==> config.mk <==
export PLATFORM = sky130hd
export DESIGN_NAME = mem_arbiter
export DESIGN_NICKNAME = d
export VERILOG_FILES = /design/src/rtl/mem_arbiter.sv
export SDC_FILE = /design/constraint.sdc
export NUM_CORES = 1
export LEC_CHECK = 0
export ABC_AREA = 1
export BUFFER_PORTS_ARGS = -buffer_cell sky130_fd_sc_hd__buf_2
export CORE_AREA = 2 2 116 118
export DETAILED_ROUTE_END_ITERATION = 8
export DIE_AREA = 0 0 118 120
export PLACE_DENSITY_LB_ADDON = 0.15
export SYNTH_ARGS = -nofsm -noshare
export SYNTH_HDL_FRONTEND = slang
export SYNTH_SLANG_ARGS = --single-unit
export TNS_END_PERCENT = 10
==> constraint.sdc <==
create_clock -name clk_i -period 2 [get_ports clk_i]
set_input_delay 0.4 -clock clk_i [delete_from_list [all_inputs] [get_ports clk_i]]
set_output_delay 0.4 -clock clk_i [all_outputs]
set_load 0.01 [all_outputs]
==> src/rtl/mem_arbiter.sv <==
// ============================================================================
// Module   : mem_arbiter
// Purpose  : Two-port single-memory arbiter with optional exclusive locking.
//            An idle arbiter grants a lone requester, or breaks a tie by the
//            configured rule. A port granted with its lock flag set takes
//            exclusive ownership until it drops lock, or until LOCK_MAX
//            cycles elapse. On that forced release lock_abort pulses, and the
//            port may not re-lock while the other port is still waiting.
// Config   : `define MEM_ARBITER_ROUND_ROBIN_EN -> idle tie goes to the port
//            that was not granted last. Undefined -> the tie always goes to
//            port 0.
// Ports    : clk_i, rst_ni             clock, async active-low reset
//            pX_req_i/we_i/lock_i      per-port request, write, lock request
//            pX_addr_i/wdata_i         per-port address / write data
//            pX_gnt_o                  combinational grant
//            pX_rvalid_o/rdata_o       registered read valid, read data
//            mem_en_o/we_o/addr_o/
//            wdata_o/rdata_i           memory side
//            lock_abort_o              registered forced-release pulse
// Revision : 1.0 - initial release
// ============================================================================
`default_nettype none

module mem_arbiter #(
  parameter int unsigned LOCK_MAX = 16
) (
  input  logic        clk_i,
  input  logic        rst_ni,
  input  logic        p0_req_i,
  input  logic        p0_we_i,
  input  logic        p0_lock_i,
  input  logic [31:0] p0_addr_i,
  input  logic [31:0] p0_wdata_i,
  input  logic        p1_req_i,
  input  logic        p1_we_i,
  input  logic        p1_lock_i,
  input  logic [31:0] p1_addr_i,
  input  logic [31:0] p1_wdata_i,
  output logic        p0_gnt_o,
  output logic        p1_gnt_o,
  output logic        p0_rvalid_o,
  output logic        p1_rvalid_o,
  output logic [31:0] p0_rdata_o,
  output logic [31:0] p1_rdata_o,
  output logic        mem_en_o,
  output logic        mem_we_o,
  output logic [31:0] mem_addr_o,
  output logic [31:0] mem_wdata_o,
  input  logic [31:0] mem_rdata_i,
  output logic        lock_abort_o
);

  localparam logic [7:0] LOCK_MAX_C = 8'(LOCK_MAX);

  typedef enum logic [1:0] {
    ST_IDLE  = 2'd0,
    ST_LOCK0 = 2'd1,
    ST_LOCK1 = 2'd2
  } state_e;

  state_e      state_q;
  logic        last_q;       // most recently granted port
  logic [7:0]  cnt_q;        // cycles spent in the current lock
  logic        p0_rvalid_q;
  logic        p1_rvalid_q;
  logic        abort_q;
  logic        blk_q;        // a timed-out port is barred from re-locking
  logic        blk_port_q;   // which port is barred

  logic gnt0;
  logic gnt1;
  logic lock_ok0;
  logic lock_ok1;

  // Grant decode. Gated by reset so that nothing reaches memory while reset
  // is held, even in the middle of a clock cycle.
  always_comb begin
    gnt0 = 1'b0;
    gnt1 = 1'b0;
    if (rst_ni) begin
      case (state_q)
        ST_LOCK0: gnt0 = p0_req_i;
        ST_LOCK1: gnt1 = p1_req_i;
        default: begin
          if (p0_req_i && p1_req_i) begin
`ifdef MEM_ARBITER_ROUND_ROBIN_EN
            gnt0 = last_q;
            gnt1 = ~last_q;
`else
            gnt0 = 1'b1;
`endif
          end else begin
            gnt0 = p0_req_i;
            gnt1 = p1_req_i;
          end
        end
      endcase
    end
  end

  // A barred port may still lock once the other port is no longer waiting.
  assign lock_ok0 = !(blk_q && !blk_port_q && p1_req_i);
  assign lock_ok1 = !(blk_q &&  blk_port_q && p0_req_i);

  assign p0_gnt_o    = gnt0;
  assign p1_gnt_o    = gnt1;
  assign mem_en_o    = gnt0 | gnt1;
  assign mem_we_o    = gnt0 ? p0_we_i    : (gnt1 ? p1_we_i    : 1'b0);
  assign mem_addr_o  = gnt0 ? p0_addr_i  : (gnt1 ? p1_addr_i  : 32'd0);
  assign mem_wdata_o = gnt0 ? p0_wdata_i : (gnt1 ? p1_wdata_i : 32'd0);

  assign p0_rdata_o   = mem_rdata_i;
  assign p1_rdata_o   = mem_rdata_i;
  assign p0_rvalid_o  = p0_rvalid_q;
  assign p1_rvalid_o  = p1_rvalid_q;
  assign lock_abort_o = abort_q;

  always_ff @(posedge clk_i or negedge rst_ni) begin
    if (!rst_ni) begin
      state_q     <= ST_IDLE;
      last_q      <= 1'b1;
      cnt_q       <= 8'd0;
      p0_rvalid_q <= 1'b0;
      p1_rvalid_q <= 1'b0;
      abort_q     <= 1'b0;
      blk_q       <= 1'b0;
      blk_port_q  <= 1'b0;
    end else begin
      p0_rvalid_q <= gnt0 & ~p0_we_i;
      p1_rvalid_q <= gnt1 & ~p1_we_i;
      abort_q     <= 1'b0;

      if (gnt0) begin
        last_q <= 1'b0;
      end else if (gnt1) begin
        last_q <= 1'b1;
      end

      // The bar lifts once the other port is served or stops asking.
      if (blk_q) begin
        if (blk_port_q ? (gnt0 || !p0_req_i) : (gnt1 || !p1_req_i)) begin
          blk_q <= 1'b0;
        end
      end

      case (state_q)
        ST_IDLE: begin
          if (gnt0 && p0_lock_i && lock_ok0) begin
            state_q <= ST_LOCK0;
            cnt_q   <= 8'd1;
          end else if (gnt1 && p1_lock_i && lock_ok1) begin
            state_q <= ST_LOCK1;
            cnt_q   <= 8'd1;
          end
        end
        ST_LOCK0, ST_LOCK1: begin
          // A voluntary release wins over a coincident timeout.
          if (state_q == ST_LOCK0 ? !p0_lock_i : !p1_lock_i) begin
            state_q <= ST_IDLE;
            cnt_q   <= 8'd0;
          end else if (cnt_q == LOCK_MAX_C) begin
            state_q    <= ST_IDLE;
            cnt_q      <= 8'd0;
            last_q     <= (state_q == ST_LOCK1);
            abort_q    <= 1'b1;
            blk_q      <= 1'b1;
            blk_port_q <= (state_q == ST_LOCK1);
          end else begin
            cnt_q <= cnt_q + 8'd1;
          end
        end
        default: begin
          state_q <= ST_IDLE;
          cnt_q   <= 8'd0;
        end
      endcase
    end
  end

endmodule

`default_nettype wire

=== Yosys cells after proc, flatten, opt, wreduce, memory -nomap -nowiden ===
Cells that the tools add are included.

* Reduce and logical (&&, ||, !) cells: 22
* Bitwise operators: 6
* Eq/ne operators: 5
* Muxes and demuxes: 32
* $add $sub $neg: 1

{| class="wikitable"
|+ Operators with widths
! cell !! number
|-
| $mux 32 || 4
|-
| $mux 8 || 4
|-
| $mux 1 || 16
|-
| $pmux 8 s2 || 1
|-
| $logic_and 1x1->1 || 9
|-
| $add 8x1->8 const B || 1
|-
| $eq 8x5->1 const B || 1
|-
| $mux 2 || 4
|-
| $logic_not 1->1 || 7
|-
| $ne 3x3->1 const B || 2
|-
| $pmux 1 s2 || 2
|-
| $pmux 2 s2 || 1
|-
| $not 1->1 || 3
|-
| $reduce_and 3->1 || 1
|-
| $and 1x1->1 || 2
|-
| $eq 2x1->1 const B || 1
|-
| $eq 2x2->1 const B || 1
|-
| $logic_not 2->1 || 1
|-
| $logic_or 1x1->1 || 2
|-
| $reduce_and 2->1 || 1
|-
| $reduce_or 2->1 || 1
|-
| $or 1x1->1 || 1
|}

* Register bits after elaboration: 15
* Word-level logic and storage cells: 73
* Input port bits: 168

=== Longest topological paths before layout ===
* Depth after elaboration: 11
* Mapped depth: 13

=== Worst setup path before layout ===
Ideal clock, no wire load.

* Path type: reg2out
* Start point: register state_q[0]
* End point: output port mem_we_o
* Cell stages (with the launch flop): 8
* Path slack: 9 ps
* Arrival: 1591 ps
* Path buffers: 1
* Cell sequence: dfrtp_1 > inv_1 > ha_1 > nand2_1 > nand2_1 > buf_2 > nand2_1 > nor3b_1

* Cells in the longest elaborated chain, start to end: 5
* Elaborated cells on any way between the ends: 8

{| class="wikitable"
|+ Ends and longest elaborated chain
! item !! line !! source
|-
| start: declaration || 61 || <nowiki>state_e state_q;</nowiki>
|-
| start signal: assignment || 120 || <nowiki>state_q <= ST_IDLE;</nowiki>
|-
| start signal: assignment || 149 || <nowiki>state_q <= ST_LOCK0;</nowiki>
|-
| start signal: assignment || 152 || <nowiki>state_q <= ST_LOCK1;</nowiki>
|-
| $eq 2x2->1 or $eq 2x1->1 (tied branches) || 81 || <nowiki>case (state_q)</nowiki>
|-
| $pmux 1 s2 || 81 ||
|-
| $mux 1 || 80 || <nowiki>if (rst_ni) begin</nowiki>
|-
| $mux 1 || 108 || <nowiki>assign mem_we_o = gnt0 ? p0_we_i : (gnt1 ? p1_we_i : 1'b0);</nowiki>
|-
| $mux 1 * || 108 ||
|-
| end: declaration || 46 || <nowiki>output logic mem_we_o,</nowiki>
|}

Mark *: on every way between the ends. The rest lies on a longest branch, timed or not.

=== Worst setup path in the final report ===
* Start point: register state_q[1]
* End point: output port mem_wdata_o[15]

* Cells in the longest elaborated chain, start to end: 5
* Elaborated cells on any way between the ends: 8

{| class="wikitable"
|+ Ends and longest elaborated chain
! item !! line !! source
|-
| $eq 2x2->1 or $eq 2x1->1 (tied branches) || 81 ||
|-
| $pmux 1 s2 || 81 ||
|-
| $mux 1 || 80 ||
|-
| $mux 32 || 110 || <nowiki>assign mem_wdata_o = gnt0 ? p0_wdata_i : (gnt1 ? p1_wdata_i : 32'd0);</nowiki>
|-
| $mux 32 * || 110 ||
|-
| end: declaration || 48 || <nowiki>output logic [31:0] mem_wdata_o,</nowiki>
|}

Marked as above.

==> impl_metrics.prom <==
# TYPE chip_impl_metric gauge
chip_impl_info{name="run_status",value="finished, violations left"} 1
chip_impl_info{name="failed_checks",value="setup timing"} 1
chip_impl_metric{name="netlist_instances",unit=""} 421
chip_impl_info{name="cts.root.buffer_cell",value="sky130_fd_sc_hd__clkbuf_16"} 1
chip_impl_metric{name="vias_in_the_first_global_route",unit=""} 3156
chip_impl_metric{name="synth.top_cell.area_share",unit="%"} 27.0
chip_impl_info{name="cts_tree",value="done"} 1
chip_impl_metric{name="finalWorstPathRequiredPeriod",unit="ps"} 2230
chip_impl_metric{name="seq_area_frac_synth",unit="%"} 15.8
chip_impl_info{name="rr_endpoint",value="cnt_q[1]"} 1
chip_impl_metric{name="layout.nets",unit=""} 771
chip_impl_metric{name="max-slew-margin-rel",unit="%"} 74.8
chip_impl_metric{name="power.static_leakage",unit="uW"} 0.00236
chip_impl_metric{name="drt_drc_violations_left",unit=""} 0
chip_impl_metric{name="largest_net_degree_at_the_start_of_global_routing",unit=""} 34
chip_impl_metric{name="cp.arrival",unit="ps"} 1830
chip_impl_metric{name="routabilityCongestion",unit=""} 0.841
chip_impl_metric{name="die_x",unit="um"} 118
chip_impl_metric{name="final.setup.tns",unit="ps"} -12700
chip_impl_metric{name="reg2regPathDepth",unit=""} 12
chip_impl_metric{name="critical_path_required",unit="ps"} 1600
chip_impl_info{name="launch_instance_of_the_worst_register_to_register_path",value="state_q[0]"} 1
chip_impl_metric{name="rrSetupSlack",unit="ps"} 100
chip_impl_metric{name="synth-adder-area-share",unit="%"} 3.15
chip_impl_metric{name="pwr_density_cell",unit="nW/um^2"} 878
chip_impl_metric{name="first_iter_violations",unit=""} 90
chip_impl_metric{name="worstPathMaxFanout",unit=""} 6
chip_impl_metric{name="worst_setup_hold_path_clk_slew",unit="ps"} 50
chip_impl_info{name="criticalPathCategory",value="flip-flop to output port"} 1
chip_impl_metric{name="synth.ff_latch_count",unit=""} 15
chip_impl_metric{name="antenna-diode-count",unit=""} 0
chip_impl_metric{name="cts_made_buffers",unit=""} 3
chip_impl_metric{name="share_of_layout_cells_above_drive_strength_1",unit="%"} 48.2
chip_impl_metric{name="residual_overflow_from_global_routing",unit=""} 0
chip_impl_metric{name="final-max-slew-violation-count",unit=""} 0
chip_impl_metric{name="floorplan.initialDensity",unit="%"} 18.3
chip_impl_metric{name="synthesis.area_per_instance",unit="sq um"} 5.66
chip_impl_info{name="largest_family_of_logic_cells_by_synthesized_area",value="simple AND/OR/NAND/NOR gates"} 1
chip_impl_metric{name="fill_cells",unit=""} 1496
chip_impl_metric{name="ys_warn_count",unit=""} 0
chip_impl_metric{name="holdWs",unit="ps"} 148
chip_impl_info{name="hold_path_class",value="primary input to async pin"} 1
chip_impl_metric{name="synth-simple-area-share",unit="%"} 50.4
chip_impl_metric{name="design.core.area",unit="sq um"} 13000
chip_impl_metric{name="row_count",unit=""} 42
chip_impl_metric{name="num_vias",unit=""} 3213
chip_impl_metric{name="layout_worst_path_cycle_share",unit="%"} 112
chip_impl_metric{name="clock_sink_count",unit=""} 15
chip_impl_info{name="cp-end-kind",value="output port"} 1
chip_impl_metric{name="synth_area",unit="sq um"} 2380
chip_impl_info{name="post_synth_main_area_contributors",value="sky130_fd_sc_hd__nand2_1, sky130_fd_sc_hd__buf_4, sky130_fd_sc_hd__nand3_1"} 1
chip_impl_metric{name="final_hold_viol_count",unit=""} 0
chip_impl_metric{name="cts-root-to-sink-buffers",unit=""} 2
chip_impl_metric{name="irDropWorstVdd",unit="uV"} 380
chip_impl_metric{name="flow.area_growth_from_synthesis",unit="%"} 64.3
chip_impl_metric{name="cts-htree-levels",unit=""} 1
chip_impl_metric{name="grt_first_pass_wirelength",unit="um"} 16600
chip_impl_metric{name="report.final.setup_viol",unit=""} 68
chip_impl_metric{name="finalClockSkew",unit="ps"} 2.55
chip_impl_metric{name="final_critical_path_setup_slack",unit="ps"} -232
chip_impl_metric{name="chipHeight",unit="um"} 120
chip_impl_metric{name="antenna_violations_before_repair",unit=""} 0
chip_impl_metric{name="grt_use_total",unit="%"} 14.5
chip_impl_metric{name="detail_route.wl_per_cell",unit="um"} 14.2
chip_impl_metric{name="transition_time_of_the_tightest_slew_check_pin",unit="ps"} 377
chip_impl_metric{name="synth_nets",unit=""} 595
chip_impl_metric{name="max_cap_violations",unit=""} 0
chip_impl_metric{name="worstSkewPairLatency",unit="ps"} 240
chip_impl_info{name="worstSetupStartpointType",value="flip-flop"} 1
chip_impl_metric{name="io_buffers",unit=""} 206
chip_impl_metric{name="detailedPlacementHpwl",unit="um"} 8770
chip_impl_metric{name="xor_xnor_share_of_the_synthesized_area",unit="%"} 0.368
chip_impl_metric{name="distinct_cell_type_count_of_the_synthesized_netlist",unit=""} 19
chip_impl_metric{name="design.die.area",unit="sq um"} 14200
chip_impl_metric{name="top_level_ports",unit=""} 303
chip_impl_metric{name="route.detailed.vias_per_inst",unit=""} 4.16
chip_impl_metric{name="yosys-mux-area-fraction",unit="%"} 0
chip_impl_info{name="most_frequent_cells_in_the_layout",value="sky130_fd_sc_hd__buf_2, sky130_fd_sc_hd__nand2_1, sky130_fd_sc_hd__nand3_1"} 1
chip_impl_info{name="yosysTopAreaCell",value="sky130_fd_sc_hd__nand2_1"} 1
chip_impl_metric{name="total_wirelength_of_the_detailed_routed_design",unit="um"} 10900
chip_impl_metric{name="clock.fmax",unit="MHz"} 448
chip_impl_metric{name="detail-route-antenna-nets",unit=""} 0
chip_impl_metric{name="post_synthesis_compound_gate_area_fraction",unit="%"} 1.68
chip_impl_info{name="grt_setup_unrepaired",value="true"} 1
chip_impl_info{name="final_common_cell",value="sky130_fd_sc_hd__buf_2"} 1
chip_impl_metric{name="final_cell_utilization_of_the_core",unit="%"} 30.1
chip_impl_metric{name="first_pass_iters",unit=""} 7
==> repair_timing <==
| item | CTS | global route |
|---|---|---|
| pin swaps | 7 | 2 |
| hold buffers | 1 | 0 |
| buffers inserted | 14 | 1 |
| gates cloned | 4 | 1 |
| gates resized for setup | 36 | 18 |
| hold endpoints to repair | 2 | 0 |
| setup endpoints to repair | 69 | 77 |
==> per-stage QoR <==
stage          worst slack [ps]  instances  area, sq um  total power [uW]
2_1_floorplan              8.62        421         2380              1590
3_3_place_gp              -55.0        747         3320              2440
3_5_place_dp               -105        747         3320              2440
4_1_cts                    -230        770         3800              3330
5_1_grt                    -347        772         3910              3720
6_report                   -232        772         3910              3430
==> worst max-delay path, stage by stage (launching register included) <==
cell and delay, ps:
sky130_fd_sc_hd__dfrtp_1 380, sky130_fd_sc_hd__inv_2 90, sky130_fd_sc_hd__buf_6 100, sky130_fd_sc_hd__ha_4 120
sky130_fd_sc_hd__inv_2 40, sky130_fd_sc_hd__nand2_2 80, sky130_fd_sc_hd__nand2_4 90, sky130_fd_sc_hd__buf_12 150
sky130_fd_sc_hd__buf_4 130, sky130_fd_sc_hd__buf_4 140, sky130_fd_sc_hd__nand3_1 80, sky130_fd_sc_hd__nand2_1 50
sky130_fd_sc_hd__buf_2 140
==> cell usage after synthesis (all sizes together) <==
master and instances:
nand2 171, nand3 85, buf 82, nor2 22, inv 21, dfrtp 15
o21ai 7, ha 6, nand4 5, clkbuf 4, a21oi 1, nor3b 1
xor2 1
==> final cells by class <==
type	instances	area (sq um)	share of cell area, %
clock buffer	4	78.8	2.01
multi-input combinational	299	1430	36.4
inverter	21	83.8	2.14
tap	176	220	5.63
sequential	15	375	9.59
timing repair buffer	257	1730	44.2
==> metal layers <==
layer,global-route usage [%],up-vias,routed length [um]
met5,0,-,0
li1,-,1620,-
met3,2.47,4,666
met2,27.8,154,5850
met4,2.03,0,49
met1,17.3,1435,4370
==> registers in the layout (all words and copies together) (netlist names) <==
signal / cells
blk_port_q: 1
p1_rvalid_o: 1
state_q: 2
blk_q: 1
p0_rvalid_o: 1
cnt_q: 8
lock_abort_o: 1
==> power breakdown <==
part,internal (uW),switching (uW)
Sequential,349,47.0
Clock,271,133
Combinational,1280,1350
Total,1900,1530
==> logic make-up (layout without fill, tap and decap cells) <==
group | count (synthesis) | in the layout
adders and majority gates | 6 | 6
DFF | 15 | 15
and+or+nand+nor | 284 | 284
AOI/OAI and AO/OA | 8 | 8
buffers and inverters | 107 | 282
xor gates and xnor gates | 1 | 1
==> worst max-delay path by stage <==
stage	cells past startpoint	slack [ps]	to	start
6_report	12	-230	mem_wdata_o[15]	state_q[1]
5_1_grt	11	-350	mem_wdata_o[23]	state_q[0]
4_1_cts	11	-230	mem_wdata_o[15]	state_q[0]
3_5_place_dp	9	-110	mem_addr_o[18]	state_q[0]
3_3_place_gp	11	-50	mem_addr_o[18]	state_q[1]
2_1_floorplan	7	9	mem_we_o	state_q[0]
Power figures use the tool's default switching activity.
